File: config.mk
export PLATFORM = sky130hd
export DESIGN_NAME = chad_spi_boot
export DESIGN_NICKNAME = d
export VERILOG_FILES = /design/src/rtl/chad_spi_boot.sv
export SDC_FILE = /design/constraint.sdc
export NUM_CORES = 1
export LEC_CHECK = 0
export ABC_AREA = 1
export ABC_CLOCK_PERIOD_IN_PS = 4900
export BUFFER_PORTS_ARGS = -buffer_cell sky130_fd_sc_hd__buf_2
export CAP_MARGIN = 20
export CORE_ASPECT_RATIO = 1.4
export CORE_MARGIN = 8
export CORE_UTILIZATION = 63
export DETAILED_ROUTE_END_ITERATION = 8
export PLACE_DENSITY = 0.84
export SLEW_MARGIN = 20
export SYNTH_ARGS = -nofsm -noshare
export SYNTH_HDL_FRONTEND = slang
export SYNTH_SLANG_ARGS = --single-unit
File: constraint.sdc
create_clock -name clk -period 4.9 [get_ports clk]
set_clock_uncertainty 0.2 [all_clocks]
set_input_delay 0.245 -clock clk [delete_from_list [all_inputs] [get_ports clk]]
set_output_delay 0.245 -clock clk [all_outputs]
set_load 0.02 [all_outputs]
File: src/rtl/chad_spi_boot.sv
// ============================================================================
//  Module      : chad_spi_boot
//  Description : Loads chad's code RAM from an external SPI flash after reset.
//                It issues one mode-0 READ (0x03) transaction, assembles
//                big-endian 16-bit words, writes them to the code RAM, then
//                releases the processor reset.
//  Revision    : 1.0 - initial release
// ============================================================================
`timescale 1ns/1ps
`default_nettype none

module chad_spi_boot #(
  parameter int          CODE_WORDS = 1024,
  parameter logic [23:0] FLASH_BASE = 24'h000000,
  parameter int          CLKDIV     = 2
) (
  input  logic        clk,
  input  logic        resetq,
  output logic        spi_cs_n,
  output logic        spi_sck,
  output logic        spi_mosi,
  input  logic        spi_miso,
  output logic [14:0] code_waddr,
  output logic [15:0] code_wdata,
  output logic        code_we,
  output logic        cpu_resetq,
  output logic        busy
);

  localparam int          DW        = (CLKDIV > 1) ? $clog2(CLKDIV) : 1;
  localparam logic [DW-1:0] DIV_LAST = DW'(CLKDIV - 1);
  localparam logic [14:0] LAST_WORD = 15'(CODE_WORDS - 1);
  localparam logic [31:0] HEADER    = {8'h03, FLASH_BASE};

  typedef enum logic [2:0] {
    S_IDLE     = 3'd0,
    S_SELECT   = 3'd1,
    S_CMD      = 3'd2,
    S_DATA     = 3'd3,
    S_DESELECT = 3'd4,
    S_DONE     = 3'd5
  } state_t;

  state_t        state_q, state_d;
  logic [DW-1:0] div_q, div_d;
  logic          sck_q, sck_d;
  logic          cs_n_q, cs_n_d;
  logic          mosi_q, mosi_d;
  logic [4:0]    cmd_cnt_q, cmd_cnt_d;
  logic [3:0]    bit_cnt_q, bit_cnt_d;
  logic [14:0]   word_cnt_q, word_cnt_d;
  logic [15:0]   shreg_q, shreg_d;
  logic          full_q, full_d;
  logic          load_done_q, load_done_d;
  logic          we_q, we_d;
  logic [14:0]   waddr_q, waddr_d;
  logic [15:0]   wdata_q, wdata_d;
  logic          cpu_q, cpu_d;
  logic          busy_q, busy_d;

  logic          tick;
  logic          is_last;
  logic          adv;

  assign tick    = (div_q == DIV_LAST);
  assign is_last = (word_cnt_q == LAST_WORD);

  assign spi_cs_n   = cs_n_q;
  assign spi_sck    = sck_q;
  assign spi_mosi   = mosi_q;
  assign code_we    = we_q;
  assign code_waddr = waddr_q;
  assign code_wdata = wdata_q;
  assign cpu_resetq = cpu_q;
  assign busy       = busy_q;

  // State and datapath registers; every output is taken straight from a flop.
  always_ff @(posedge clk or negedge resetq) begin
    if (!resetq) begin
      state_q     <= S_IDLE;
      div_q       <= '0;
      sck_q       <= 1'b0;
      cs_n_q      <= 1'b1;
      mosi_q      <= 1'b0;
      cmd_cnt_q   <= 5'd0;
      bit_cnt_q   <= 4'd0;
      word_cnt_q  <= 15'd0;
      shreg_q     <= 16'd0;
      full_q      <= 1'b0;
      load_done_q <= 1'b0;
      we_q        <= 1'b0;
      waddr_q     <= 15'd0;
      wdata_q     <= 16'd0;
      cpu_q       <= 1'b0;
      busy_q      <= 1'b1;
    end else begin
      state_q     <= state_d;
      div_q       <= div_d;
      sck_q       <= sck_d;
      cs_n_q      <= cs_n_d;
      mosi_q      <= mosi_d;
      cmd_cnt_q   <= cmd_cnt_d;
      bit_cnt_q   <= bit_cnt_d;
      word_cnt_q  <= word_cnt_d;
      shreg_q     <= shreg_d;
      full_q      <= full_d;
      load_done_q <= load_done_d;
      we_q        <= we_d;
      waddr_q     <= waddr_d;
      wdata_q     <= wdata_d;
      cpu_q       <= cpu_d;
      busy_q      <= busy_d;
    end
  end

  // Next-state logic: SCK phase generator, header shift-out, word assembly.
  always_comb begin
    state_d     = state_q;
    div_d       = div_q;
    sck_d       = sck_q;
    cs_n_d      = cs_n_q;
    mosi_d      = mosi_q;
    cmd_cnt_d   = cmd_cnt_q;
    bit_cnt_d   = bit_cnt_q;
    word_cnt_d  = word_cnt_q;
    shreg_d     = shreg_q;
    full_d      = full_q;
    load_done_d = load_done_q;
    we_d        = 1'b0;
    waddr_d     = waddr_q;
    wdata_d     = wdata_q;
    cpu_d       = cpu_q;
    busy_d      = busy_q;
    adv         = 1'b0;

    case (state_q)
      S_IDLE: begin
        state_d     = S_SELECT;
        cs_n_d      = 1'b0;
        mosi_d      = HEADER[31];
        div_d       = '0;
        sck_d       = 1'b0;
        cmd_cnt_d   = 5'd0;
        bit_cnt_d   = 4'd0;
        word_cnt_d  = 15'd0;
        full_d      = 1'b0;
        load_done_d = 1'b0;
      end

      // The SELECT cycle is also the first low cycle of header bit 31.
      S_SELECT: begin
        adv     = 1'b1;
        state_d = S_CMD;
      end

      S_CMD: begin
        adv = 1'b1;
        if (tick && sck_q) begin
          if (cmd_cnt_q == 5'd31) begin
            state_d = S_DATA;
            mosi_d  = 1'b0;
          end else begin
            cmd_cnt_d = cmd_cnt_q + 5'd1;
            mosi_d    = HEADER[5'd30 - cmd_cnt_q];
          end
        end
      end

      S_DATA: begin
        if (load_done_q) begin
          state_d = S_DESELECT;
          cs_n_d  = 1'b1;
        end else begin
          // After the final bit the clock parks low; no further edges.
          adv = !(full_q && is_last && !sck_q);
          if (tick && !sck_q) begin
            shreg_d   = {shreg_q[14:0], spi_miso};
            bit_cnt_d = bit_cnt_q + 4'd1;
            if (bit_cnt_q == 4'd15) begin
              full_d = 1'b1;
            end
          end
          // Intermediate words write immediately; the last waits for SCK low.
          if (full_q && (!is_last || !sck_q)) begin
            we_d    = 1'b1;
            waddr_d = word_cnt_q;
            wdata_d = shreg_q;
            full_d  = 1'b0;
            if (is_last) begin
              load_done_d = 1'b1;
            end else begin
              word_cnt_d = word_cnt_q + 15'd1;
            end
          end
        end
      end

      S_DESELECT: begin
        state_d = S_DONE;
        cpu_d   = 1'b1;
        busy_d  = 1'b0;
      end

      S_DONE: begin
        state_d = S_DONE;
      end

      default: begin
        state_d = S_IDLE;
      end
    endcase

    if (adv) begin
      if (tick) begin
        div_d = '0;
        sck_d = !sck_q;
      end else begin
        div_d = div_q + 1'b1;
      end
    end
  end

endmodule

`default_nettype wire

==> run metrics, run 1 <==
Placer Congestion 0.951; maximum clock rate 0.377 GHz; Clk pin slew, worst setup/hold paths 0.09 ns; Tot GR Track Use 0.192; Avg WL per Cell 13.2 um; DRC Markers 0; crit-path cells ha_1, nand2_1, nor2_4, nand2_2, inv_2, nand2_2, inv_2, nand2_2, nand3_4, inv_2, nand2_1, nand2_1; Final Util 0.708; share of post-route cells with drive strength above 1 0.169; final WL 7930 um; outcome finished, final reports clean; Tcrit/Tclk final 0.541; synth-to-layout area growth 10.4%; Synth Instances 484; Synth Net Count 491; Slew @ Worst Pin 0.736 ns; Top FF cell, synth dfrtp_1; number of flops mapped to enable cells by yosys 0; Seq/Total Area, Yosys 0.529; clock tree buffer depth 2; slowest cell delay on critical path 0.50 ns; nets 530; Mapped Area 3930 um^2; maxcap violations 0; unrepaired setup endpoints after global routing false; warnings from Yosys 0; Worst path top cell family by delay simple AND/OR/NAND/NOR gates; Startpoint Class register; Via Count 3,192; placed instance count 582; number of I/O pins 40; Leak Pwr 2.33 nW; slew margin rel. 0.509; vias in the first global route 3,218; number of DRC markers in iteration 0 177; worst vdd ir 0.000185 V; H-tree lvl count 3; WL met2 4260 um; Non-Filler Instances 600; Antenna Nets Post-Route 0; initial antenna violation count 0; synth top area cells dfrtp_1 52%, nand2_1 19%, nand3_1 3.7%, nor2_1 3.4%, inv_1 3.0%; DP HPWL 5460 um; setup TNS 0 ns; top cell type's share of synthesized area 0.516; # setup viols final 0; Hold WC Path Type register to register; I/O Buffers 39; FP Rows 34; Detailed Routing Iterations Pass 1 4; ANT cells 0; CORE AREA 6130 um^2; Die Y 109 um; CP Max Fanout 40; Synth Register Bits 83; Syn Area/Cell 8.12 um^2; Die Area 9050 um^2; Power Density 265 nW/um^2; WP data arrival 2.74 ns; TritonCTS clock tree done; slowest CP cell inv_2; DR vias/cell 5.32; Crit path required time 4.99 ns; Post-synth ARST share 1.00; WP buf/inv 3; number of distinct library cells after synthesis 33; Inserted Clock Buffers 9; CTS Root Buffer Type clkbuf_8; Final Max Tran Viols 0; die width 82.7 um; max layer used met4; min Tclk post-route 2.65 ns; area leader, netlist dfrtp_1; initial core utilization 0.641; Worst-Skew Late Latency 0.35 ns; CP Class register to register; largest net degree at the start of global routing 84; DRT met1 WL 3170 um; global route total overflow 0; global-route wire length before repair 13,900 um; clk sinks 83; met3 routed WL 333 um; Crit. End Element register; final hold vios 0
final timing paths:
| check | start | to | slack [ns] | cells after the start |
|---|---|---|---|---|
| worst max-delay path | word_cnt_q[0]$_DFFE_PN0P_ | code_waddr[1]$_DFFE_PN0P_ | 2.25 | 12 |
| worst min-delay path | busy$_DFFE_PN1P_ | busy$_DFFE_PN1P_ | 0.24 | 2 |
| worst max register to register | word_cnt_q[0]$_DFFE_PN0P_ | code_waddr[1]$_DFFE_PN0P_ | 2.25 | 12 |
| worst min register to register | busy$_DFFE_PN1P_ | busy$_DFFE_PN1P_ | 0.24 | 2 |
| max in group asynchronous | resetq | full_q$_DFFE_PN0P_ | 3.69 | 2 |
| min in group asynchronous | resetq | word_cnt_q[11]$_DFFE_PN0P_ | 0.29 | 2 |
per-layer routing:
layer | track usage | vias up
met1 | 0.223 | 1506
met4 | 0.0891 | 0
met3 | 0.0368 | 14
met5 | 0 | -
li1 | - | 1597
met2 | 0.330 | 75
layout by cell type, fill, tap and decap left out, drive strengths merged:
| master | count |
|---|---|
| nand3 | 32 |
| nor3 | 3 |
| nor2 | 39 |
| nand2 | 219 |
| clkinvlp | 3 |
| xor2 | 4 |
| or2 | 1 |
| ha | 4 |
| o31ai | 1 |
| o21a | 1 |
| a21oi | 7 |
| o21ai | 21 |
| buf | 39 |
| dlygate4sd3 | 2 |
| dfrtp | 81 |
| nor4 | 1 |
| o21bai | 1 |
| clkinv | 5 |
| xnor2 | 2 |
| clkbuf | 10 |
| o22ai | 2 |
| inv | 38 |
| dfstp | 2 |
| nor3b | 1 |
| nand4 | 9 |
power breakdown:
part           leakage (nW)  internal [mW]  switching [mW]
Clock                0.0851          0.201           0.250
Combinational          1.12        0.00208          0.0127
Sequential             1.13          0.684               0
Total                  2.33          0.888           0.263
cell usage after synthesis, types with 3 or more instances:
cell,count
inv_2,6
o21ai_0,16
xor2_1,4
nand2_1,201
dfrtp_1,81
o21ai_1,5
ha_1,4
nor2_4,3
nand2_2,17
nand3_1,29
nand3_4,3
nor2_1,36
inv_1,31
nor3_1,3
buf_2,6
nand4_1,9
a21oi_1,7
worst register-to-register path: cells and delay by family, from the launching register on:
kind                       cells  cell delay (ns)
adders and majority gates      1             0.29
DFF                            1             0.46
and+or+nand+nor                8             1.06
buffers and inverters          3             0.61
flip-flops by register name, indices dropped and copies added, names as in the netlist:
signal       cells
code_waddr      15
full_q           1
cpu_resetq       1
code_wdata      16
div_q            1
spi_sck          1
bit_cnt_q        4
busy             1
cmd_cnt_q        5
code_we          1
word_cnt_q      15
state_q          3
shreg_q         16
load_done_q      1
spi_mosi         1
spi_cs_n         1
timing repair:
item                                    in CTS  in global routing
hold buffers                                 2                  0
endpoints found under the setup margin       0                  0
resized for setup                            0                  0
endpoints found under the hold margin       82                  0
setup buffers                                0                  0
through the flow:
stage | setup WS [ns] | power, mW | hold WS, ns | area [um^2]
floorplan | 3.01 | 0.698 | -0.251 | 3930
detailed placement | 2.27 | 0.712 | 0.234 | 4130
finish | 2.25 | 1.15 | 0.243 | 4340
global route | 2.00 | 1.19 | 0.277 | 4340
global placement | 2.37 | 0.712 | 0.229 | 4130
CTS | 2.25 | 1.16 | 0.247 | 4330
layout make-up:
type | instances | area [um^2]
clock inverters | 6 | 48.8
clock buffers | 10 | 138
inverters | 40 | 151
fillers | 499 | 1790
well taps | 72 | 90.1
flip-flops and latches | 83 | 2080
repair buffers | 41 | 221
multi-input cells | 348 | 1610
kinds of logic after synthesis:
kind of cell	Yosys count	synth area share
and+or+nand+nor	305	0.339
DFF	83	0.529
buffers and inverters	53	0.0615
AOI/OAI and AO/OA	33	0.0446
xor gates and xnor gates	6	0.0134
adders and majority gates	4	0.0127
Power figures use the tool's default switching activity.
==> run 2: changes to the inputs <==
ABC_CLOCK_PERIOD_IN_PS = 2300   (was 4900)
CORE_UTILIZATION = 53   (was 63)
PLACE_DENSITY = 0.76   (was 0.84)
clock period = 2.3 ns   (was 4.9 ns; I/O delays follow)
==> run metrics, run 2 (synthesis results as in run 1) <==
# setup viols final 0; unrepaired setup endpoints after global routing false; Final Max Tran Viols 0; worst vdd ir 0.000402 V; ANT cells 0; minimum hold slack 0.0447 ns; TritonCTS clock tree done; Die Area 10,500 um^2; number of I/O pins 40; maxcap violations 0; Die Y 118 um; Reg2Reg Depth 11; initial antenna violation count 0; synth-to-layout area growth 14.4%; slew margin rel. 0.694; DP HPWL 5900 um; maximum clock rate 0.471 GHz; Hold WC Path Type input pin to asynchronous set/reset pin; Crit. End Element register; Avg WL per Cell 13.1 um; share of post-route cells with drive strength above 1 0.182; outcome finished, final reports clean; commonest non-fill, non-tap cell in the layout nand2_1; worst r2r dst word_cnt_q[8]$_DFFE_PN0P_; CP Class register to register; Startpoint Class register; Via Count 3,248; final WL 8310 um; Detailed Routing Iterations Pass 1 4; Power Total 2.62 mW; H-tree lvl count 3; largest net degree at the start of global routing 36; die width 88.8 um; CP Max Fanout 13; most frequent cells in the layout 201 x nand2_1, 81 x dfrtp_1, 38 x buf_2, 36 x nor2_1, 31 x inv_1; global route total overflow 0; Crit path required time 2.35 ns; DR vias/cell 5.11; clk sinks 83; Post-Place Cell Area 4250 um^2; setup TNS 0 ns; I/O Buffers 39; FP Rows 37; flop2flop setup slack 0.18 ns; WP data arrival 2.18 ns; initial core utilization 0.541; switch share 0.206; Post-Place Worst Slack 0.183 ns; final worst setup slack 0.177 ns; Crit Reg-Reg Startpoint word_cnt_q[1]$_DFFE_PN0P_; Inserted Clock Buffers 9; clock tree buffer depth 2; Tcrit/Tclk final 0.923; Worst-Skew Late Latency 0.35 ns; CORE AREA 7270 um^2; sw power 0.540 mW; Logic pwr share 0.014; design area 4490 um^2; final hold vios 0; Antenna Nets Post-Route 0; DRC Markers 0; global-route wire length before repair 14,800 um; nets 541; Leak Pwr 2.41 nW; Clk pin slew, worst setup/hold paths 0.08 ns; Seq pwr share 0.556; internal cell power 2.08 mW; number of post-CTS setup repair buffers 0; vias in the first global route 3,231; number of DRC markers in iteration 0 179; Clk pwr share 0.430; Power Density 583 nW/um^2; min Tclk post-route 2.12 ns; Tot GR Track Use 0.178; Slew @ Worst Pin 0.456 ns; Placer Congestion 0.938; CTS Root Buffer Type clkbuf_8
-- run 2: changes by cell type in the layout (fill, tap and decap cells not counted), moves of 2 or more --
cell and change:
clkbuf_1 +3, bufinv_16 +2, clkinv_4 -2, clkinvlp_4 -3, buf_4 +11
-- run 2: worst max path at each step --
stage	start	to	slack, ns	depth (start not counted)
after detailed placement	cmd_cnt_q[0]$_DFFE_PN0P_	cmd_cnt_q[1]$_DFFE_PN0P_	0.18	10
after global routing	word_cnt_q[1]$_DFFE_PN0P_	word_cnt_q[4]$_DFFE_PN0P_	0.03	11
after floorplan	word_cnt_q[0]$_DFFE_PN0P_	code_waddr[0]$_DFFE_PN0P_	0.41	13
final	word_cnt_q[1]$_DFFE_PN0P_	word_cnt_q[8]$_DFFE_PN0P_	0.18	11
after CTS	cmd_cnt_q[0]$_DFFE_PN0P_	cmd_cnt_q[2]$_DFFE_PN0P_	0.16	10
after global placement	word_cnt_q[1]$_DFFE_PN0P_	code_waddr[1]$_DFFE_PN0P_	0.29	12
-- run 2: critical path, stage by stage (launching register included) --
cell      delay [ns]
dfrtp_1         0.43
ha_1            0.26
nand2_1         0.12
nor2_4          0.13
nand2_2         0.08
inv_2           0.07
nand3_1         0.06
nand2_1         0.08
clkinv_2        0.21
buf_4           0.23
nand3_1         0.08
nand2_1         0.06
-- run 2: repair_timing --
item,CTS,global route
gates resized for setup,0,2
hold endpoints to repair,83,0
endpoints found under the setup margin,0,4
hold buffers,2,0
-- run 2: per-stage QoR --
| stage | util | std cells |
|---|---|---|
| 6_report | 0.618 | 636 |
| 5_1_grt | 0.618 | 636 |
| 4_1_cts | 0.617 | 636 |
| 3_5_place_dp | 0.585 | 618 |
| 3_3_place_gp | 0.585 | 618 |
| 2_1_floorplan | - | 484 |
-- run 2: power by group through the flow --
| stage | combinational (mW) | clock [mW] | sequential, mW |
|---|---|---|---|
| 2_1_floorplan | 0.000000931 | 0 | 1.49 |
| 3_3_place_gp | 0.0368 | 0 | 1.49 |
| 3_5_place_dp | 0.0375 | 0 | 1.49 |
| 4_1_cts | 0.0401 | 1.15 | 1.46 |
| 5_1_grt | 0.0446 | 1.22 | 1.46 |
| 6_report | 0.0373 | 1.13 | 1.46 |
-- run 2: cell type report --
type | count | area, um^2
fill | 658 | 2770
sequential | 83 | 2080
multi-input combinational | 348 | 1620
timing repair buffer | 52 | 313
inverter | 40 | 151
clock buffer | 12 | 135
tap | 97 | 121
clock inverter | 4 | 73.8
-- run 2: routing by layer --
metal	global-route usage	vias up	wire length, um
met5	0	-	0
met2	0.284	86	4150
met1	0.211	1528	3520
met3	0.0461	23	390
met4	0.0914	0	254
li1	-	1611	-
==> run 3: changes to the inputs <==
CORE_UTILIZATION = 28   (was 53)
PLACE_DENSITY = default   (was 0.76)
==> run metrics, run 3 (synthesis results as in run 1) <==
Inserted Clock Buffers 9; ANT cells 0; final WL 8970 um; Clk pin slew, worst setup/hold paths 0.07 ns; final hold vios 0; Crit path required time 2.32 ns; Antenna Nets Post-Route 0; DR vias/cell 4.47; H-tree lvl count 3; internal cell power 2.30 mW; CP Class register to register; worst vdd ir 0.000318 V; Hold WC Path Type input pin to asynchronous set/reset pin; slew margin rel. 0.582; Avg WL per Cell 12.4 um; global-route wire length before repair 15,500 um; vias in the first global route 3,268; WP data arrival 2.08 ns; sw power 0.620 mW; Slew @ Worst Pin 0.628 ns; Final Max Tran Viols 0; # setup viols final 0; maxcap violations 0; Placer Congestion 0.929; die width 116 um; Reg2Reg Depth 10; FP Rows 51; Seq pwr share 0.499; Clk pwr share 0.488; global route total overflow 0; outcome finished, final reports clean; Detailed Routing Iterations Pass 1 4; Die Area 18,100 um^2; initial antenna violation count 0; maximum clock rate 0.486 GHz; CP Max Fanout 4; Worst-Skew Late Latency 0.34 ns; Startpoint Class register; number of I/O pins 40; Power Density 619 nW/um^2; Power Total 2.92 mW; synth-to-layout area growth 20.2%; TritonCTS clock tree done; Leak Pwr 2.46 nW; Via Count 3,248; DP HPWL 6430 um; min Tclk post-route 2.06 ns; clock tree buffer depth 2; most frequent cells in the layout 201 x nand2_1, 81 x dfrtp_1, 38 x buf_2, 36 x nor2_1, 31 x inv_1; setup TNS 0 ns; initial core utilization 0.284; commonest non-fill, non-tap cell in the layout nand2_1; CTS Root Buffer Type clkbuf_16; Logic pwr share 0.012; I/O Buffers 39; switch share 0.212; largest net degree at the start of global routing 49; unrepaired setup endpoints after global routing false; Tot GR Track Use 0.107; Die Y 156 um; share of post-route cells with drive strength above 1 0.192; DRC Markers 0; CORE AREA 13,800 um^2; nets 544; Tcrit/Tclk final 0.894; number of DRC markers in iteration 0 186; clk sinks 83; Crit. End Element register
==> run 3: worst max-delay path, stage by stage, from the launching register on <==
cell     delay, ns
dfrtp_1       0.41
ha_1          0.24
nand3_1       0.14
inv_1         0.06
ha_1          0.17
nor2_1        0.19
inv_1         0.11
a21oi_2       0.21
inv_1         0.09
nand2_1       0.06
o21ai_1       0.06
==> run 3: what timing repair did <==
item,4_1_cts,5_1_grt
setup endpoints to repair,0,43
hold buffers,2,0
hold endpoints to repair,46,0
buffers inserted,0,2
resized for setup,0,8
==> run 3: area by class of cell <==
cell class | instances | area [um^2]
multi-input combinational | 348 | 1620
tap | 185 | 231
fill | 1442 | 9130
inverter | 40 | 155
clock inverter | 6 | 65.1
timing repair buffer | 55 | 343
clock buffer | 9 | 225
sequential | 83 | 2080
==> run 3: routing by layer <==
metal	global-route usage	wire, um	up-vias
li1	-	-	1621
met1	0.117	3640	1547
met2	0.186	4680	66
met3	0.0256	403	14
met4	0.0552	246	0
met5	0	0	-
==> run 3: power groups by stage <==
| stage | registers (mW) | logic, mW | clock network (mW) |
|---|---|---|---|
| after floorplan | 1.49 | 0.000000931 | 0 |
| after global placement | 1.49 | 0.0345 | 0 |
| after detailed placement | 1.49 | 0.0359 | 0 |
| after CTS | 1.46 | 0.0387 | 1.45 |
| after global routing | 1.46 | 0.0431 | 1.51 |
| final | 1.46 | 0.0364 | 1.43 |
==> run 3: path summary, 6_finish.rpt <==
| path | endpoint | start | slack, ns |
|---|---|---|---|
| worst max-delay path | cmd_cnt_q[2]$_DFFE_PN0P_ | cmd_cnt_q[0]$_DFFE_PN0P_ | 0.24 |
| worst min register to register | busy$_DFFE_PN1P_ | busy$_DFFE_PN1P_ | 0.24 |
| max in group asynchronous | busy$_DFFE_PN1P_ | resetq | 1.07 |
| worst max register to register | cmd_cnt_q[2]$_DFFE_PN0P_ | cmd_cnt_q[0]$_DFFE_PN0P_ | 0.24 |
| min in group clk | busy$_DFFE_PN1P_ | busy$_DFFE_PN1P_ | 0.24 |
| worst min-delay path | code_wdata[8]$_DFFE_PN0P_ | resetq | 0.14 |
==> run 3: through the flow <==
| step | hold slack [ns] | std cells | setup slack (ns) | cell area [um^2] | util |
|---|---|---|---|---|---|
| 3_5_place_dp | -0.0244 | 707 | 0.122 | 4360 | 0.315 |
| 5_1_grt | 0.194 | 726 | 0.0370 | 4720 | 0.341 |
| 3_3_place_gp | -0.0365 | 707 | 0.197 | 4360 | 0.315 |
| 6_report | 0.136 | 726 | 0.243 | 4720 | 0.341 |
| 4_1_cts | 0.154 | 724 | 0.0957 | 4670 | 0.337 |
| 2_1_floorplan | -0.381 | 484 | 0.414 | 3930 | - |
